**src/rtl/fp_decode_pkg.sv**
```systemverilog
// Shared types and encodings for the RV F/D decode stage.
// Enum encodings follow fpnew so fp_dec_t can feed the FPU directly.
package fp_decode_pkg;

  typedef enum logic [3:0] {
    FMADD    = 4'd0,
    FNMSUB   = 4'd1,
    ADD      = 4'd2,
    MUL      = 4'd3,
    DIV      = 4'd4,
    SQRT     = 4'd5,
    SGNJ     = 4'd6,
    MINMAX   = 4'd7,
    CMP      = 4'd8,
    CLASSIFY = 4'd9,
    F2F      = 4'd10,
    F2I      = 4'd11,
    I2F      = 4'd12,
    CPKAB    = 4'd13,
    CPKCD    = 4'd14
  } operation_e;

  typedef enum logic [2:0] {
    FP32    = 3'd0,
    FP64    = 3'd1,
    FP16    = 3'd2,
    FP8     = 3'd3,
    FP16ALT = 3'd4
  } fp_format_e;

  typedef enum logic [1:0] {
    INT8  = 2'd0,
    INT16 = 2'd1,
    INT32 = 2'd2,
    INT64 = 2'd3
  } int_format_e;

  typedef enum logic [2:0] {
    RNE = 3'b000,
    RTZ = 3'b001,
    RDN = 3'b010,
    RUP = 3'b011,
    RMM = 3'b100,
    ROD = 3'b101,
    DYN = 3'b111
  } roundmode_e;

  typedef struct packed {
    operation_e  op;
    logic        op_mod;
    fp_format_e  src_fmt;
    fp_format_e  dst_fmt;
    int_format_e int_fmt;
    roundmode_e  rm;
    logic [4:0]  raddr_a;
    logic [4:0]  raddr_b;
    logic [4:0]  raddr_c;
    logic [4:0]  waddr;
    logic        fp_load;
    logic        fp_store;
    logic        mv_wx;
    logic        mv_xw;
    logic        fpu_op;
    logic        illegal;
  } fp_dec_t;

  // Major opcodes
  localparam logic [6:0] OPC_LOAD_FP  = 7'b0000111;
  localparam logic [6:0] OPC_STORE_FP = 7'b0100111;
  localparam logic [6:0] OPC_FMADD    = 7'b1000011;
  localparam logic [6:0] OPC_FMSUB    = 7'b1000111;
  localparam logic [6:0] OPC_FNMSUB   = 7'b1001011;
  localparam logic [6:0] OPC_FNMADD   = 7'b1001111;
  localparam logic [6:0] OPC_OP_FP    = 7'b1010011;

  // funct7 with fmt bits cleared (single-precision spelling)
  localparam logic [6:0] FADD_S    = 7'b0000000;
  localparam logic [6:0] FSUB_S    = 7'b0000100;
  localparam logic [6:0] FMUL_S    = 7'b0001000;
  localparam logic [6:0] FDIV_S    = 7'b0001100;
  localparam logic [6:0] FSQRT_S   = 7'b0101100;
  localparam logic [6:0] FSGNJ_S   = 7'b0010000;
  localparam logic [6:0] FMINMAX_S = 7'b0010100;
  localparam logic [6:0] FCMP_S    = 7'b1010000;
  localparam logic [6:0] FCVT_F2F  = 7'b0100000;
  localparam logic [6:0] FCVT_W_S  = 7'b1100000;
  localparam logic [6:0] FCVT_S_W  = 7'b1101000;
  localparam logic [6:0] FMV_X_W   = 7'b1110000;
  localparam logic [6:0] FMV_W_X   = 7'b1111000;

  // Instruction fmt field
  localparam logic [1:0] FMT_S = 2'b00;
  localparam logic [1:0] FMT_D = 2'b01;

  // Static rm 101/110 are reserved; dynamic rm needs a legal frm.
  function automatic logic rm_valid(input logic [2:0] rm, input logic [2:0] frm);
    logic ok;
    case (rm)
      3'b101, 3'b110: ok = 1'b0;
      3'b111:         ok = (frm <= 3'b100);
      default:        ok = 1'b1;
    endcase
    return ok;
  endfunction

  // Map the 2-bit fmt field onto the FPU format; reserved codes collapse to FP32.
  function automatic fp_format_e fmt_decode(input logic [1:0] fmt);
    fp_format_e f;
    case (fmt)
      FMT_D:   f = FP64;
      default: f = FP32;
    endcase
    return f;
  endfunction

endpackage

```
**src/rtl/fp_decode_stage_comb.sv**
```systemverilog
// Pure combinational RV F/D decoder: instruction + frm -> fp_dec_t.
// Illegal encodings still produce a record, with every enable cleared.
module fp_decode_comb
  import fp_decode_pkg::*;
#(
  parameter int unsigned FLEN = 64,
  parameter int unsigned XLEN = 64
) (
  input  logic [31:0] i_instr,
  input  logic [2:0]  i_frm,
  output fp_dec_t     o_dec
);

  localparam logic HAS_D   = (FLEN >= 64);
  localparam logic HAS_I64 = (XLEN >= 64);

  logic [6:0] w_opcode;
  logic [2:0] w_funct3;
  logic [4:0] w_rs2;
  logic [1:0] w_fmt;
  logic [6:0] w_f7_base;
  logic       w_fmt_ok;
  logic       w_rm_ok;
  roundmode_e w_rm_res;
  roundmode_e w_rm_raw;
  logic       w_ill;
  fp_dec_t    w_dec;

  assign w_opcode  = i_instr[6:0];
  assign w_funct3  = i_instr[14:12];
  assign w_rs2     = i_instr[24:20];
  assign w_fmt     = i_instr[26:25];
  assign w_f7_base = {i_instr[31:27], 2'b00};
  assign w_fmt_ok  = (w_fmt == FMT_S) || ((w_fmt == FMT_D) && HAS_D);
  assign w_rm_ok   = rm_valid(w_funct3, i_frm);
  assign w_rm_raw  = roundmode_e'(w_funct3);
  assign w_rm_res  = (w_funct3 == 3'b111) ? roundmode_e'(i_frm) : w_rm_raw;

  // Field extraction, opcode decode and legality checks
  always_comb begin
    w_dec         = '0;
    w_ill         = 1'b0;
    w_dec.raddr_a = i_instr[19:15];
    w_dec.raddr_b = w_rs2;
    w_dec.waddr   = i_instr[11:7];
    w_dec.src_fmt = fmt_decode(w_fmt);
    w_dec.dst_fmt = fmt_decode(w_fmt);
    w_dec.rm      = w_rm_res;
    case (w_opcode)
      OPC_LOAD_FP, OPC_STORE_FP: begin
        w_dec.rm       = RNE;
        w_dec.fp_load  = (w_opcode == OPC_LOAD_FP);
        w_dec.fp_store = (w_opcode == OPC_STORE_FP);
        if (w_opcode == OPC_STORE_FP) begin
          w_dec.waddr = 5'd0;
        end else begin
          w_dec.raddr_b = 5'd0;
        end
        case (w_funct3)
          3'b010: begin
            w_dec.src_fmt = FP32;
            w_dec.dst_fmt = FP32;
          end
          3'b011: begin
            w_dec.src_fmt = FP64;
            w_dec.dst_fmt = FP64;
            w_ill         = !HAS_D;
          end
          default: w_ill = 1'b1;
        endcase
      end
      OPC_FMADD, OPC_FMSUB, OPC_FNMSUB, OPC_FNMADD: begin
        w_dec.op      = ((w_opcode == OPC_FMADD) || (w_opcode == OPC_FMSUB)) ? FMADD : FNMSUB;
        w_dec.op_mod  = (w_opcode == OPC_FMSUB) || (w_opcode == OPC_FNMADD);
        w_dec.raddr_c = i_instr[31:27];
        w_dec.fpu_op  = 1'b1;
        w_ill         = !w_fmt_ok || !w_rm_ok;
      end
      OPC_OP_FP: begin
        w_dec.fpu_op = 1'b1;
        case (w_f7_base)
          FADD_S, FSUB_S, FMUL_S, FDIV_S, FSQRT_S: begin
            case (w_f7_base)
              FSUB_S:  begin w_dec.op = ADD; w_dec.op_mod = 1'b1; end
              FMUL_S:  w_dec.op = MUL;
              FDIV_S:  w_dec.op = DIV;
              FSQRT_S: w_dec.op = SQRT;
              default: w_dec.op = ADD;
            endcase
            w_ill = !w_fmt_ok || !w_rm_ok || ((w_f7_base == FSQRT_S) && (w_rs2 != 5'd0));
          end
          FSGNJ_S: begin
            w_dec.op = SGNJ;
            w_dec.rm = w_rm_raw;
            w_ill    = !w_fmt_ok || (w_funct3 > 3'd2);
          end
          FMINMAX_S: begin
            w_dec.op = MINMAX;
            w_dec.rm = w_rm_raw;
            w_ill    = !w_fmt_ok || (w_funct3 > 3'd1);
          end
          FCMP_S: begin
            w_dec.op = CMP;
            w_dec.rm = w_rm_raw;
            w_ill    = !w_fmt_ok || (w_funct3 > 3'd2);
          end
          FCVT_F2F: begin
            // rs2 names the source format; same-format conversion is reserved
            w_dec.op      = F2F;
            w_dec.src_fmt = fmt_decode(w_rs2[1:0]);
            w_ill = !w_fmt_ok || !w_rm_ok || (w_rs2[4:1] != 4'd0) ||
                    (w_rs2[0] && !HAS_D) || (w_rs2[1:0] == w_fmt);
          end
          FCVT_W_S, FCVT_S_W: begin
            w_dec.op      = (w_f7_base == FCVT_W_S) ? F2I : I2F;
            w_dec.op_mod  = w_rs2[0];
            w_dec.int_fmt = w_rs2[1] ? INT64 : INT32;
            w_ill = !w_fmt_ok || !w_rm_ok || (w_rs2[4:2] != 3'd0) || (w_rs2[1] && !HAS_I64);
          end
          FMV_X_W, FMV_W_X: begin
            w_dec.rm = w_rm_raw;
            if ((w_f7_base == FMV_X_W) && (w_funct3 == 3'b001)) begin
              w_dec.op = CLASSIFY;
              w_ill    = !w_fmt_ok || (w_rs2 != 5'd0);
            end else begin
              // Register moves bypass the FPU datapath
              w_dec.fpu_op = 1'b0;
              w_dec.mv_xw  = (w_f7_base == FMV_X_W);
              w_dec.mv_wx  = (w_f7_base == FMV_W_X);
              w_ill = !w_fmt_ok || (w_funct3 != 3'b000) || (w_rs2 != 5'd0) ||
                      ((w_fmt == FMT_D) && !HAS_I64);
            end
          end
          default: w_ill = 1'b1;
        endcase
      end
      default: w_ill = 1'b1;
    endcase
    if (w_ill) begin
      w_dec.fpu_op   = 1'b0;
      w_dec.fp_load  = 1'b0;
      w_dec.fp_store = 1'b0;
      w_dec.mv_wx    = 1'b0;
      w_dec.mv_xw    = 1'b0;
      w_dec.illegal  = 1'b1;
    end else begin
      w_dec.illegal  = 1'b0;
    end
  end

  assign o_dec = w_dec;

endmodule

```
**src/rtl/fp_decode_stage.sv**
```systemverilog
// Registered F/D decode stage with a 1- or 2-entry skid buffer.
// Optional FP_DECODE_PERF_EN adds saturating decoded/illegal pop counters.
module fp_decode_stage
  import fp_decode_pkg::*;
#(
  parameter int unsigned FLEN       = 64,
  parameter int unsigned XLEN       = 64,
  parameter int unsigned SKID_DEPTH = 2
) (
  input  logic        clk_i,
  input  logic        rst_i,
  input  logic        flush_i,
  input  logic        in_valid_i,
  output logic        in_ready_o,
  input  logic [31:0] instr_i,
  input  logic [2:0]  frm_i,
  output logic        out_valid_o,
  input  logic        out_ready_i,
  output fp_dec_t     dec_o
`ifdef FP_DECODE_PERF_EN
  ,
  output logic [31:0] dec_cnt_o,
  output logic [31:0] ill_cnt_o
`endif
);

  localparam logic [1:0] DEPTH = 2'(SKID_DEPTH);

  fp_dec_t    w_dec;
  logic       w_push;
  logic       w_pop;
  logic [1:0] w_count_nxt;
  logic [1:0] r_count;
  logic       r_in_ready;
  logic       r_out_valid;
  fp_dec_t    r_head;
  fp_dec_t    r_tail;

  fp_decode_comb #(.FLEN(FLEN), .XLEN(XLEN)) u_comb (
    .i_instr (instr_i),
    .i_frm   (frm_i),
    .o_dec   (w_dec)
  );

  assign w_push      = in_valid_i && r_in_ready;
  assign w_pop       = r_out_valid && out_ready_i;
  assign in_ready_o  = r_in_ready;
  assign out_valid_o = r_out_valid;
  assign dec_o       = r_head;

  // Next occupancy from push/pop, flush empties the buffer
  always_comb begin
    w_count_nxt = r_count;
    if (flush_i) begin
      w_count_nxt = 2'd0;
    end else begin
      case ({w_push, w_pop})
        2'b10:   w_count_nxt = r_count + 2'd1;
        2'b01:   w_count_nxt = r_count - 2'd1;
        default: w_count_nxt = r_count;
      endcase
    end
  end

  // Occupancy and registered handshake flags
  always_ff @(posedge clk_i) begin
    if (rst_i) begin
      r_count     <= 2'd0;
      r_in_ready  <= 1'b1;
      r_out_valid <= 1'b0;
    end else begin
      r_count     <= w_count_nxt;
      r_in_ready  <= (w_count_nxt < DEPTH);
      r_out_valid <= (w_count_nxt != 2'd0);
    end
  end

  // Head/tail storage: head drives dec_o, tail holds the second entry
  always_ff @(posedge clk_i) begin
    if (rst_i) begin
      r_head <= '0;
      r_tail <= '0;
    end else if (!flush_i) begin
      if (w_pop) begin
        if (r_count == 2'd2) begin
          r_head <= r_tail;
        end else if (w_push) begin
          r_head <= w_dec;
        end
      end else if (w_push) begin
        if (r_count == 2'd0) begin
          r_head <= w_dec;
        end else begin
          r_tail <= w_dec;
        end
      end
    end
  end

`ifdef FP_DECODE_PERF_EN
  logic [31:0] r_dec_cnt;
  logic [31:0] r_ill_cnt;

  // Saturating pop counters; flushed cycles do not count
  always_ff @(posedge clk_i) begin
    if (rst_i) begin
      r_dec_cnt <= 32'd0;
      r_ill_cnt <= 32'd0;
    end else if (w_pop && !flush_i) begin
      if (r_dec_cnt != 32'hFFFF_FFFF) begin
        r_dec_cnt <= r_dec_cnt + 32'd1;
      end
      if (r_head.illegal && (r_ill_cnt != 32'hFFFF_FFFF)) begin
        r_ill_cnt <= r_ill_cnt + 32'd1;
      end
    end
  end

  assign dec_cnt_o = r_dec_cnt;
  assign ill_cnt_o = r_ill_cnt;
`endif

endmodule
```
**config.mk**
```make
export PLATFORM = sky130hd
export DESIGN_NAME = fp_decode_stage
export DESIGN_NICKNAME = d
export VERILOG_FILES = /design/src/rtl/fp_decode_pkg.sv /design/src/rtl/fp_decode_stage_comb.sv /design/src/rtl/fp_decode_stage.sv
export SDC_FILE = /design/constraint.sdc
export NUM_CORES = 1
export LEC_CHECK = 0
export CAP_MARGIN = 0
export CELL_PAD_IN_SITES_DETAIL_PLACEMENT = 0
export CELL_PAD_IN_SITES_GLOBAL_PLACEMENT = 2
export CORE_ASPECT_RATIO = 2
export CORE_MARGIN = 2
export CORE_UTILIZATION = 27
export CTS_BUF_LIST = sky130_fd_sc_hd__clkbuf_8
export DETAILED_ROUTE_END_ITERATION = 16
export PLACE_DENSITY = 0.82
export SLEW_MARGIN = 20
export SYNTH_ARGS = -nofsm -noshare
export SYNTH_HDL_FRONTEND = slang
export SYNTH_SLANG_ARGS = --single-unit
```
**constraint.sdc**
```tcl
create_clock -name clk_i -period 2 [get_ports clk_i]
set_input_delay 0.2 -clock clk_i [delete_from_list [all_inputs] [get_ports clk_i]]
set_output_delay 0.2 -clock clk_i [all_outputs]
set_load 0.01 [all_outputs]
```
==> impl_metrics.ini, run 1 <==
[run_status]
outcome = finished, final reports clean

[synth]
ys_types = 56
synth_edf_count = 0
syn-cell-area_um2 = 4000
ys.flop_type = dfxtp_1
synth-async-reset-ratio_pct = 0
synth.avg_cell_area_um2 = 7.590
synth_area_leaders = dfxtp_1, nand2_1, a311oi_1
synth_cells = 527
synth_top_area_share_pct = 40.04
seq_area_frac_synth_pct = 40.04
yosys_warnings = 0
synth_area_leader_cell = dfxtp_1
synth_seq_cells = 80

[worst_setup_path]
cp_slowest_stage_delay_ns = 0.32
worstReg2RegEnd = dec_o[26]
critPathRequiredTime_ns = 2.25
crit_path_max_fanout = 7
cp-start-kind = input pin
r2r_cells = 7
critical_path.most_common_cell = buf_4
r2r-start = r_count[0]
worst_setup_path_end_kind = flip-flop
worstPathCellList = dlygate4sd2_1, buf_4, nand2b_1, nor4_2, o22ai_2, nor4_4, buf_4, nor2_1, o41a_1
slowest_stage = dlygate4sd2_1
rrSetupSlack_ns = 0.18
path_class = input pin to flip-flop
crit_arrival_ns = 2.13

[grt]
grt_pass1_wl_um = 19200
grt_pass1_vias = 3773
grt_usage_pct = 15.06
grt_max_degree = 77
antenna_found_initial = 0
gr-total-overflow = 0

[cts]
cts_made_buffers = 9
hold_buffers = 0
htree_num_levels = 3
clk_latency_ns = 0.37
cts.sinks = 80
cts_root_buffer = clkbuf_8
clockBufferDepth = 2
clk_pin_slew_ns = 0.09
tritoncts = built

[min_path]
hold_depth = 2
min_from = rst_i
hp-class = input pin to flip-flop
min_to = r_count[0]

[pwr]
p_sw_uw = 988.4
total_leakage_power_uw = 0.002090
internal-power_uw = 2625
switching_share_pct = 27.35
power_uw = 3614
ir_drop_mv = 0.3250
seqPwrFrac_pct = 46.8
powerDensity_nw_per_um2 = 622.2
combPwrFrac_pct = 18.7
clkPwrFrac_pct = 34.5

[detailed_routing]
viasPerCell = 4.798
ant_nets = 0
top_layer_used = met4
routedWlPerCell_um = 14.14
dr.first_iter.drc_count = 188
wl_met1_um = 5344
vias = 4045
drt-pass1-iter-count = 4
drc = 0
wl_met2_um = 5975
met3_length_um = 359
wl_um = 11920

[floorplan]
core-area_um2 = 14660
die_h_um = 176.1
rows = 63
dieWidth_um = 90.07
die_area_um2 = 15860
io-pin-count = 84
start_util_pct = 27.28

[placed_design]
io_buffers = 79
routabilityCongestion = 0.8541
hpwl_um = 8388
dp_cells = 826
place_area_um2 = 5495

[sta]
min_period_ns = 1.876
fin_worst_skew_ns = 0.01144
finalCritPeriodShare_pct = 93.82
hold_viol_final = 0
drv_slew = 0
setup_viol = 0
fmax_mhz = 532.9

[layout]
drive_above_1_share_pct = 18.52
nNetsFinal = 685
fin_cells = 843
area_growth_pct = 45.20
nFillCells = 1596
antenna_cells = 0
final_cell_area_um2 = 5808

[run]
cap_violations = 0
## power groups by stage
stage	clock, uW	combinational (uW)	sequential (uW)
after CTS	1300	670	1690
after global routing	1360	740	1700
after global placement	0	664	1730
after floorplan	0	280	1750
after detailed placement	0	666	1730
final	1250	675	1690
## registers in the layout, summed over array words and instances (netlist names)
register	flops
dec_o	38
in_ready_o	1
out_valid_o	1
r_count	2
r_tail	38
## cells in the final DEF, fill, tap and decap left out, types with 2 or more instances in the layout
master / netlist / layout
buf_6: 0 / 2
o21ai_0: 9 / 8
clkbuf_2: 1 / 4
mux2i_1: 4 / 4
nor4bb_1: 2 / 2
a211oi_1: 4 / 3
dfxtp_1: 80 / 80
and2_1: 3 / 3
buf_12: 0 / 7
a21o_1: 3 / 3
clkinvlp_4: 0 / 2
clkdlybuf4s50_1: 0 / 64
nor4_2: 0 / 2
o21a_1: 6 / 6
conb_1: 1 / 4
nand4_1: 6 / 6
nand3_1: 37 / 37
dlymetal6s2s_1: 0 / 9
xnor2_1: 4 / 4
ha_1: 2 / 2
a21oi_1: 43 / 42
inv_1: 6 / 6
clkbuf_8: 0 / 10
nand2_1: 108 / 108
nand3b_1: 2 / 2
a311oi_1: 33 / 33
xor2_1: 2 / 2
o2111ai_1: 5 / 4
nor2b_1: 5 / 5
nor2_1: 60 / 58
or3b_2: 2 / 2
nand2b_1: 5 / 4
or2_2: 5 / 5
nor3_1: 7 / 6
and3b_1: 2 / 2
buf_4: 4 / 63
or3_1: 4 / 3
## kinds of logic (layout without fill, tap and decap cells)
kind of cell,Yosys count,in the layout,synth area share [%]
AO/OA/AOI/OAI,120,120,21.40
XOR/XNOR,6,6,1.314
adder cells (fa/ha/maj),2,2,0.6255
buffers and inverters,56,174,5.755
flip-flops,80,80,40.04
multiplexers,4,4,1.001
other,1,4,0.09375
AND/OR/NAND/NOR,258,258,29.78
## through the flow
| step | hold slack (ns) | setup TNS, ns | worst slack [ns] | util, % |
|---|---|---|---|---|
| after floorplan | 0.2846 | 0 | 0.02923 | - |
| after global placement | 0.4404 | -6.346 | -0.4819 | 37.48 |
| after detailed placement | 0.4437 | -6.633 | -0.4987 | 37.48 |
| after CTS | 0.05323 | 0 | 0.008046 | 39.04 |
| after global routing | 0.05874 | -0.003712 | -0.003712 | 39.61 |
| final | 0.06753 | 0 | 0.1236 | 39.61 |
## final cells by class
cell class | count | area, um2 | share of cell area, %
Clock buffer | 10 | 137.6 | 2.370
Clock inverter | 6 | 67.56 | 1.163
Inverter | 6 | 22.52 | 0.3878
Multi-Input combinational cell | 394 | 2285 | 39.34
Sequential cell | 80 | 1602 | 27.57
Tap cell | 195 | 244.0 | 4.201
Timing Repair Buffer | 152 | 1450 | 24.97
## repair_timing
item,in CTS,in global routing
endpoints found under the hold margin,0,0
setup buffers,0,1
setup endpoints to repair,6,10
resized for setup,10,31
pin swaps,3,10
## synth_stat cells (all sizes together), types with 2 or more instances
library cell  instances
and2                  3
or4                   2
inv                   6
o21ai                 9
a21o                  3
a21oi                43
nor2b                 5
clkbuf               43
or2                   5
dfxtp                80
xnor2                 4
o22ai                 2
or3b                  2
nor4bb                2
nand2b                5
nand3                37
ha                    2
a211oi                5
nand2               108
nand4                 6
buf                   7
nand3b                2
nor4                  3
and3b                 2
nor3                  7
nor3b                 2
o21a                  6
nor2                 60
o2111ai               5
a311oi               33
or3                   4
xor2                  2
mux2i                 4
## critical path, delay by kind of cell
family | cells | cell delay [ns]
simple gates | 4 | 0.80
buf+inv | 3 | 0.68
compound gates | 2 | 0.44
## worst max-delay path by stage
stage,startpoint,end,cells after the start
after CTS,instr_i[31],dec_o[0],8
after detailed placement,instr_i[23],dec_o[0],8
final,instr_i[30],dec_o[0],9
after global placement,instr_i[23],dec_o[0],8
after floorplan,instr_i[13],dec_o[0],7
after global routing,instr_i[30],dec_o[3],9
## per-layer routing
| metal | global-route usage, % | up-vias |
|---|---|---|
| met5 | 0 | - |
| met2 | 25.97 | 75 |
| met3 | 2.390 | 15 |
| met1 | 18.82 | 1876 |
| li1 | - | 2079 |
| met4 | 5.705 | 0 |
Power figures use the tool's default switching activity.
==> run 2, diff against run 1 <==
CORE_UTILIZATION = 30   (was 27)
PLACE_DENSITY = 0.86   (was 0.82)
clock period = 1.9 ns   (was 2 ns; I/O delays follow)
==> impl_metrics.ini, run 2 (synthesis results as in run 1) <==
[layout]
nFillCells = 1294
antenna_cells = 0
nNetsFinal = 696
final_cell_area_um2 = 5893
drive_above_1_share_pct = 21.16
fin_cells = 809
area_growth_pct = 47.33
layout_common_cells = nand2_1, dfxtp_1, buf_4
final_common_cell = nand2_1

[cts]
htree_num_levels = 3
cts.sinks = 80
tritoncts = built
cts_made_buffers = 9
clk_latency_ns = 0.34
cts_root_buffer = clkbuf_8
hold_buffers = 0
clk_pin_slew_ns = 0.08
clockBufferDepth = 2

[placed_design]
place_area_um2 = 5449
routabilityCongestion = 0.8225
dp_cells = 789
io_buffers = 79
hpwl_um = 9474
dp_slack_ns = -0.5963

[worst_setup_path]
worstReg2RegEnd = dec_o[0]
worst_setup_path_end_kind = flip-flop
crit_path_max_fanout = 7
crit_path_start = instr_i[21]
critPathRequiredTime_ns = 2.13
rrSetupSlack_ns = 0.06
path_class = input pin to flip-flop
r2r-start = r_count[0]
cp-start-kind = input pin
r2r_cells = 6
crit_arrival_ns = 2.08

[sta]
finalCritPeriodShare_pct = 97.28
rsz0062_at_grt = true
worst_slack_ns = 0.05175
hold_viol_final = 0
min_period_ns = 1.848
fin_worst_skew_ns = 0.004956
tns_ns = 0
drv_slew = 0
setup_viol = 0
fmax_mhz = 541.1

[min_path]
hp-class = input pin to flip-flop
min_to = r_tail[17]
min_from = instr_i[21]
hold_depth = 4

[floorplan]
start_util_pct = 30.79
rows = 59
io-pin-count = 84
die_h_um = 167.3
dieWidth_um = 85.65
core-area_um2 = 12990
die_area_um2 = 14330

[pwr]
internal-power_uw = 3068
total_leakage_power_uw = 0.002107
powerDensity_nw_per_um2 = 690.0
combPwrFrac_pct = 18.5
ir_drop_mv = 0.3215
switching_share_pct = 24.55
clkPwrFrac_pct = 37.5
seqPwrFrac_pct = 43.9
p_sw_uw = 998.1

[run_status]
outcome = finished, final reports clean

[detailed_routing]
drc = 0
ant_nets = 0
drt-pass1-iter-count = 5
viasPerCell = 5.274
dr.first_iter.drc_count = 215
vias = 4267
routedWlPerCell_um = 16.06
wl_um = 12990

[grt]
grt_pass1_vias = 4042
grt_max_degree = 41
gr-total-overflow = 0
grt_usage_pct = 17.69
antenna_found_initial = 0
grt_pass1_wl_um = 20220

[run]
cap_violations = 0
run 2: cell types whose count changed in the layout (fill, tap and decap cells not counted), sizes merged:
cell	change
buf	+13
dlymetal6s2s	-9
dlygate4sd2	+4
clkdlybuf4s15	+3
bufinv	+2
clkinv	-2
clkinvlp	-2
clkdlybuf4s50	+1
inv	-1
run 2: metrics by stage:
step / hold slack (ns) / power [uW] / util, %
final: 0.2469 / 4066 / 45.36
after global routing: 0.2385 / 4258 / 45.36
after CTS: 0.2347 / 4072 / 44.21
after detailed placement: 0.4483 / 2537 / 41.94
after global placement: 0.4410 / 2527 / 41.94
after floorplan: 0.2746 / 2136 / -
run 2: power by group through the flow:
stage          logic [uW]  clock network (uW)  registers (uW)
6_report              754                1530            1790
5_1_grt               817                1650            1790
4_1_cts               718                1570            1790
3_5_place_dp          711                   0            1830
3_3_place_gp          703                   0            1820
2_1_floorplan         295                   0            1840
run 2: worst max-delay path, cell delays in order:
cell	delay, ns
buf_6	0.09
or4_4	0.57
buf_6	0.15
o2111ai_4	0.20
a221oi_4	0.11
nor4_4	0.24
buf_6	0.17
nor2_4	0.04
o41a_1	0.31
run 2: how the worst max path moves through the flow:
| stage | to | slack (ns) | depth (start not counted) |
|---|---|---|---|
| after global placement | dec_o[0] | -0.57 | 8 |
| after floorplan | dec_o[0] | -0.03 | 7 |
| after CTS | dec_o[0] | 0.0002 | 8 |
| after global routing | dec_o[3] | -0.008 | 9 |
| after detailed placement | dec_o[0] | -0.60 | 8 |
| final | dec_o[0] | 0.05 | 9 |
run 2: final cells by class:
type                            instances  area [um2]  area share [%]
Inverter                                6       22.52          0.3822
Timing Repair Buffer                  163        1509           25.61
Clock inverter                          3       90.09           1.529
Multi-Input combinational cell        394        2322           39.41
Sequential cell                        80        1608           27.28
Clock buffer                           11       151.4           2.569
Tap cell                              152       190.2           3.227
run 2: layer usage:
metal / GRT usage (%) / up-vias / routed length [um]
met5: 0 / - / 0
met4: 6.418 / 0 / 249
met1: 20.28 / 2060 / 5054
met3: 2.366 / 13 / 366
li1: - / 2104 / -
met2: 32.57 / 90 / 7321
run 2: repair_timing:
item | 4_1_cts | 5_1_grt
endpoints found under the hold margin | 0 | 0
gates resized for setup | 38 | 25
gates cloned | 0 | 2
pin swaps | 10 | 19
setup endpoints to repair | 11 | 28
setup buffers | 1 | 3
